`src/rtl/arith_defs_pkg.sv`:
```
// Shared arithmetic-datapath definitions: sequencer state encoding common to the
// sequential divider and Booth multiplier.
package arith_defs_pkg;

    typedef enum logic [1:0] {
        S_LOAD  = 2'd0,
        S_CALC  = 2'd1,
        S_DONE  = 2'd2,
        S_CLEAR = 2'd3
    } state_e;

    // Minimum counter width able to hold the value n.
    function automatic int unsigned cnt_bits(input int unsigned n);
        return (n < 2) ? 1 : $clog2(n + 1);
    endfunction

endpackage

```
`src/rtl/booth_div_step.sv`:
```
// One restoring-division iteration: shift in the next dividend bit, compare
// against the divisor and conditionally subtract.
module booth_div_step #(
    parameter int unsigned width = 8
) (
    input  logic [width:0]   rem,
    input  logic             quo_msb,
    input  logic [width-1:0] divisor,
    output logic [width:0]   rem_next,
    output logic             q_bit
);

    logic [width:0] shifted;
    logic [width:0] div_ext;

    always_comb begin
        shifted  = {rem[width-1:0], quo_msb};
        div_ext  = {1'b0, divisor};
        q_bit    = (shifted >= div_ext);
        rem_next = q_bit ? (shifted - div_ext) : shifted;
    end

endmodule

```
`src/rtl/booth_div.sv`:
```
// Sequential signed restoring divider, one quotient bit per cycle, with the
// en/done handshake shared with the Booth multiplier.
module booth_div
    import arith_defs_pkg::*;
#(
    parameter int unsigned width = 8
) (
    input  logic             clk,
    input  logic             rst_n,
    input  logic             en,
    input  logic [width-1:0] A,
    input  logic [width-1:0] B,
    output logic             done,
    output logic [width-1:0] Q,
    output logic [width-1:0] R,
    output logic             div_zero
);

    localparam int unsigned CntW = cnt_bits(width);

    state_e            state_q;
    logic [width-1:0]  mag_b_q;
    logic [width-1:0]  quo_q;
    logic [width:0]    rem_q;
    logic [CntW-1:0]   count_q;
    logic              sign_q_q;
    logic              sign_r_q;
    logic              bz_q;
    logic              done_q;
    logic [width-1:0]  q_out_q;
    logic [width-1:0]  r_out_q;
    logic              dz_q;

    logic [width-1:0]  a_mag;
    logic [width-1:0]  b_mag;
    logic [width:0]    rem_next;
    logic              q_bit;
    logic [width-1:0]  rem_low;

    always_comb begin
        a_mag   = A[width-1] ? (~A + 1'b1) : A;
        b_mag   = B[width-1] ? (~B + 1'b1) : B;
        // The remainder is always below |B|, so its low bits hold the full value.
        rem_low = rem_q[width-1:0];
    end

    booth_div_step #(
        .width (width)
    ) u_step (
        .rem      (rem_q),
        .quo_msb  (quo_q[width-1]),
        .divisor  (mag_b_q),
        .rem_next (rem_next),
        .q_bit    (q_bit)
    );

    always_ff @(posedge clk) begin
        if (!rst_n) begin
            state_q  <= S_LOAD;
            mag_b_q  <= '0;
            quo_q    <= '0;
            rem_q    <= '0;
            count_q  <= '0;
            sign_q_q <= 1'b0;
            sign_r_q <= 1'b0;
            bz_q     <= 1'b0;
            done_q   <= 1'b0;
            q_out_q  <= '0;
            r_out_q  <= '0;
            dz_q     <= 1'b0;
        end else if (en) begin
            unique case (state_q)
                S_LOAD: begin
                    mag_b_q  <= b_mag;
                    quo_q    <= a_mag;
                    sign_q_q <= A[width-1] ^ B[width-1];
                    sign_r_q <= A[width-1];
                    bz_q     <= (B == '0);
                    rem_q    <= '0;
                    count_q  <= '0;
                    state_q  <= S_CALC;
                end
                S_CALC: begin
                    rem_q   <= rem_next;
                    quo_q   <= {quo_q[width-2:0], q_bit};
                    count_q <= count_q + 1'b1;
                    if (count_q == CntW'(width - 1)) begin
                        state_q <= S_DONE;
                    end
                end
                S_DONE: begin
                    done_q  <= 1'b1;
                    // Divide by zero reports all-ones regardless of operand signs.
                    if (bz_q) begin
                        q_out_q <= '1;
                    end else begin
                        q_out_q <= sign_q_q ? (~quo_q + 1'b1) : quo_q;
                    end
                    r_out_q <= sign_r_q ? (~rem_low + 1'b1) : rem_low;
                    dz_q    <= bz_q;
                    state_q <= S_CLEAR;
                end
                S_CLEAR: begin
                    done_q  <= 1'b0;
                    state_q <= S_LOAD;
                end
                default: state_q <= S_LOAD;
            endcase
        end
    end

    assign done     = done_q;
    assign Q        = q_out_q;
    assign R        = r_out_q;
    assign div_zero = dz_q;

endmodule

```
`config.mk`:
```
export PLATFORM = sky130hd
export DESIGN_NAME = booth_div
export DESIGN_NICKNAME = d
export VERILOG_FILES = /design/src/rtl/arith_defs_pkg.sv /design/src/rtl/booth_div_step.sv /design/src/rtl/booth_div.sv
export SDC_FILE = /design/constraint.sdc
export NUM_CORES = 1
export LEC_CHECK = 0
export BUFFER_PORTS_ARGS = -buffer_cell sky130_fd_sc_hd__buf_2
export CORE_ASPECT_RATIO = 1.1
export CORE_MARGIN = 4
export CORE_UTILIZATION = 60
export CTS_BUF_LIST = sky130_fd_sc_hd__clkbuf_2
export CTS_CLUSTER_DIAMETER = 150
export DETAILED_ROUTE_END_ITERATION = 7
export PLACE_DENSITY = 0.82
export SLEW_MARGIN = 0
export SYNTH_ARGS = -nofsm -noshare
export SYNTH_HDL_FRONTEND = slang
export SYNTH_SLANG_ARGS = --single-unit
```
`constraint.sdc`:
```
create_clock -name clk -period 2.7 [get_ports clk]
set_clock_uncertainty 0.15 [all_clocks]
set_input_delay 0.135 -clock clk [delete_from_list [all_inputs] [get_ports clk]]
set_output_delay 0.135 -clock clk [all_outputs]
set_load 0.05 [all_outputs]
```
---- After elaboration in Yosys (flattened, before gate mapping) ----
Index checks and enable logic that the tools add are counted.
storage, ports and cells
  bits in registers ....................... 51
  word-level logic and storage cells ...... 50
operators by class
  $add $sub $neg .......................... 6
  order comparisons ....................... 1
  equal/unequal tests ..................... 5
  muxes and demuxes ....................... 12
  bitwise operators ....................... 5
  reductions and logical operators ........ 9
operator list
  kind                                                  count
  two-way mux 8 bit                                     6
  adder 8 x 1 -> 8 bit (second input constant)          4
  inverter 8 bit                                        4
  one-hot mux 8 bit (2 select lines)                    2
  AND reduction 2 bit                                   5
  greater-or-equal comparator 9 x 8 -> 1 bit            1
  zero test 8 bit                                       1
  one-hot mux 2 bit (4 select lines)                    1
  one-hot mux 4 bit (2 select lines)                    1
  subtractor 8 bit                                      1
  adder 4 x 1 -> 4 bit (second input constant)          1
  equality test 2 bit (second input constant)           2
  equality test 4 x 3 -> 1 bit (second input constant)  1
  nonzero test 2 bit                                    2
  equality test 2 x 1 -> 1 bit (second input constant)  1
  zero test 2 bit                                       1
  two-way mux 2 bit                                     1
  != test 2 bit (second input constant)                 1
  one-hot mux 1 bit (2 select lines)                    1
  bitwise XOR 1 bit                                     1

---- Depth between registers and ports, before layout ----
  word-level depth ........................ 4
  depth in mapped cells ................... 9

---- Cells and area by module ----
A second synthesis with hierarchy kept.
second synthesis, totals
  cells, all modules ...................... 378
  area, all modules ....................... 3130.5 um^2
by module, submodules not included
  module          times used  cells each  area an instance (um^2)
  booth_div       1           302         2583.7
  booth_div_step  1           76          546.8

---- Least setup slack after synthesis ----
No wires, ideal clock.
  path kind ............................... register to register
  start point ............................. reg quo_q[7]
  end point ............................... reg rem_q[6]
  arrival time ............................ 1.718 ns
  required time ........................... 2.425 ns
  path slack .............................. 0.707 ns
  stages on the path, launching flop included .. 10
  buffers on the path ..................... 0
  period minus slack after synthesis ...... 1.993 ns
  cell sequence ........................... dfxtp_1 > inv_1 > ha_1 > inv_1 > fa_1 > a211oi_1 > o21bai_1 > a21oi_1 > xor2_1 > o31ai_1
on the way
  longest elaborated chain between the ends .. 3
  elaborated cells on any way between the ends .. 4
  those cells by class .................... add/sub: 1; order compare: 1; mux: 2
RTL lines
  what                                                                            RTL line                                    source
  start: declaration                                                              booth_div.sv:23                             logic [width-1:0] quo_q;
  start signal: assignment                                                        booth_div.sv:75                             quo_q <= a_mag;
  start signal: assignment                                                        booth_div.sv:85                             quo_q <= {quo_q[width-2:0], q_bit};
  subtractor 8 bit or greater-or-equal comparator 9 x 8 -> 1 bit (tied branches)  booth_div_step.sv:20, booth_div_step.sv:19
  two-way mux 8 bit *                                                             booth_div_step.sv:20                        rem_next = q_bit ? (shifted - div_ext) : shifted;
  one-hot mux 8 bit (2 select lines) *                                            booth_div.sv:72                             unique case (state_q)
  end signal: assignment                                                          booth_div.sv:84                             rem_q <= rem_next;
  end: declaration                                                                booth_div.sv:24                             logic [width:0] rem_q;
Mark *: on every way between the ends. The rest lies on a longest branch, timed or not.
A chain may end at the register's enable or synchronous reset.

---- Worst setup path after layout ----
  start point ............................. in A[0]
  end point ............................... reg quo_q[7]
on the way
  longest elaborated chain between the ends .. 4
RTL lines
  what                                RTL line         source
  start: declaration                  booth_div.sv:11  input logic [width-1:0] A,
  inverter 8 bit                      booth_div.sv:41  a_mag = A[width-1] ? (~A + 1'b1) : A;
  adder 8 x 1 -> 8 bit                booth_div.sv:41
  two-way mux 8 bit                   booth_div.sv:41
  one-hot mux 8 bit (2 select lines)  booth_div.sv:72
Every way passes these cells.

==> impl_results.md <==
* Pwr dens at 512.2 nW/um2
* Drt first pass iters at 5
* FMAX at 397.2 MHz
* Detailed Place HPWL at 4809 um
* Synth-to-layout area growth at 15.80%
* Max_cap viols at 0
* CP Launch Point: A[0]
* Filler cell count at 387
* #FFs+latches synth at 51
* Post-synthesis async set-or-reset flop share at 0%
* Die area at 6111 um2
* Hold violation total from the final report at 0
* IO buf count at 36
* Via-per-instance ratio at 5.820
* Kind of critical path: primary input to flop
* HP Class: primary input to flop
* Placed Area at 3143 um2
* Power Total at 1.752 mW
* Reg-to-Reg Start: state_q[1]
* CTS Buf Count at 5
* Tcrit/Tclk final at 93.24%
* Ports at 37
* GPL Wtd Cong at 0.9101
* Clock buffer depth at 2
* Synthesized cell area at 2954 um2
* First-iteration detailed-routing DRC count at 217
* DRC violations left at 0
* Gr ovfl total at 0
* Vias in the first global route at 2649
* Share of layout cells above drive strength 1 at 13.43%
* Initial antenna violation count at 0
* Worst Tran Pin Value at 0.8187 ns
* Cell Count, Final, Fillers Out at 473
* First-pass GRT wire length at 11990 um
* Design area at 3421 um2
* Initial Util at 62.63%
* Post-CTS Setup Bufs at 0
* Number of synthesized flops with an enable pin at 0
* Leading cell type in the layout, fill and taps excluded: dfxtp_1
* Most frequent cells in the layout: 51 x dfxtp_1, 40 x nor2_1, 36 x nand2_1, 36 x buf_2, 33 x o21ai_0
* Crit-path leading delay family: buffers and inverters
* Number of synthesis warnings at 0
* Worst Path Buf+Inv at 4
* Crit-path max FO at 3
* Worst EP arrival at 2.78 ns
* Clock transition at path regs at 0.27 ns
* Slew Viols, Final at 0
* Fin Setup TNS at 0 ns
* Min-delay src: A[1]
* Die X at 74.90 um
* Cell Rows at 26
* CTS tree: yes
* VDD IR max at 266.0 uV
* Worst EP required at 2.96 ns
* Setup violators final at 0
* Status: complete, no violations
* CP peak stage delay at 0.57 ns
* Clk_lat worst skew at 0.45 ns
* Inserted Diodes at 0
* Syn_nets at 404
* Fin crit period at 2.518 ns
* H-tree depth at 2
* Avg Inst Size Synth at 8.049 um2
* Wire per inst at 14.96 um
* Slowest-stage cell, CP: dlygate4sd3_1
* Die H at 81.59 um
* Post-route antenna net violation count at 0
* Clock sink total at 51
* Core Util, Final at 72.52%
* Unrepaired setup endpoints after global routing: false
* CTS root buf: clkbuf_2
* Main synth FF type: dfxtp_1
* Core area at 4717 um2
* Critical path cell sequence: dlygate4sd3_1, buf_2, or3_1, nor4_2, nand3_1, dlygate4sd3_1, a31oi_1, dlygate4sd3_1
* Slew margin rel. at 45.42%
* Lkg Pwr at 1.442 nW
* Worst path most repeated cell: dlygate4sd3_1
* Tot GR Track Use at 24.83%
* Via Count at 2753
* Unique masters post-synth at 48
* Nets at 453
* Placed instance count at 443
* Synthesized instance count at 367
* Sequential fraction of the synthesis area at 34.56%
* CP Launch Type: primary input
* WL final at 7074 um
* Largest net degree at the start of global routing at 26
* Crit end category: flop
==> cell type report <==
| cell class | count | area (um2) | area share, % |
|---|---|---|---|
| Sequential cell | 51 | 1021 | 29.85 |
| Clock buffer | 5 | 25.02 | 0.7315 |
| Multi-Input combinational cell | 274 | 1772 | 51.79 |
| Timing Repair Buffer | 61 | 422.9 | 12.36 |
| Inverter | 23 | 90.09 | 2.634 |
| Tap cell | 56 | 70.07 | 2.048 |
| Clock inverter | 3 | 20.02 | 0.5852 |
==> cells in the mapped netlist (all sizes together) (5+ instances only) <==
library cell  number  area (um2)
o31ai              9       67.56
xnor2             13       113.9
buf                5       31.28
a21oi             21       108.9
nor3               8       45.04
xor2              14       122.6
nand3             12       60.06
dfxtp             51        1021
inv               22       82.58
mux2i             11       110.1
o21ai             33       165.2
ha                17       212.7
nor2b              7       43.79
nand2             36       135.1
a32oi              5       43.79
nor2              40       150.1
clkbuf            14       52.55
a211oi            13       97.59
==> power by group <==
part	total (mW)	internal (mW)	switching, mW
Sequential	0.857	0.804	0.0532
Clock	0.319	0.0611	0.258
Combinational	0.577	0.240	0.337
==> what timing repair did <==
| item | CTS | global route |
|---|---|---|
| hold buffers | 22 | 0 |
| resized for setup | 0 | 3 |
| endpoints found under the hold margin | 28 | 0 |
| endpoints found under the setup margin | 0 | 1 |
==> cells by family (layout without fill, tap and decap cells) <==
kind of cell	Yosys count	in the layout	synth area share, %
AND/OR/NAND/NOR	120	120	18.81
AO/OA/AOI/OAI	98	98	21.26
flip-flops	51	51	34.56
buffers and inverters	42	92	5.760
XOR/XNOR	27	27	8.005
adder cells (fa/ha/maj)	18	18	7.878
multiplexers	11	11	3.727
==> path summary, 6_finish.rpt <==
path                    to  slack (ns)  depth (start not counted)
setup / recovery  quo_q[7]        0.18                          8
hold / removal    quo_q[1]        0.11                          5
setup reg to reg  quo_q[7]        0.24                          7
hold reg to reg   div_zero        0.32                          2
==> worst register-to-register path, cell delays in order, from the launching register on <==
cell and delay, ns:
dfxtp_1 0.42, inv_1 0.09, ha_2 0.27, nor2_1 0.12
nand3_1 0.08, dlygate4sd3_1 0.57, a31oi_1 0.16, dlygate4sd3_1 0.56
==> metal layers <==
layer	vias up	track usage (%)	share of wire (%)
li1	1386	-	-
met1	1233	30.48	42
met2	113	43.29	50
met3	21	4.529	6.4
met4	0	8.007	2.2
met5	-	0	0
==> through the flow <==
| step | hold WS, ns | worst slack [ns] |
|---|---|---|
| 6_report | 0.1073 | 0.1824 |
| 5_1_grt | 0.09461 | 0.08715 |
| 4_1_cts | 0.01901 | 0.1348 |
| 3_5_place_dp | 0.2648 | 0.4974 |
| 3_3_place_gp | 0.2548 | 0.6063 |
| 2_1_floorplan | 0.1210 | 0.7073 |
==> flip-flops by register name, indices dropped and copies added, names as in the netlist <==
name and count:
Q 8, R 8, mag_b_q 8, quo_q 8, rem_q 8, count_q 4, state_q 2, bz_q 1
div_zero 1, done 1, sign_q_q 1, sign_r_q 1
Power figures use the tool's default switching activity.
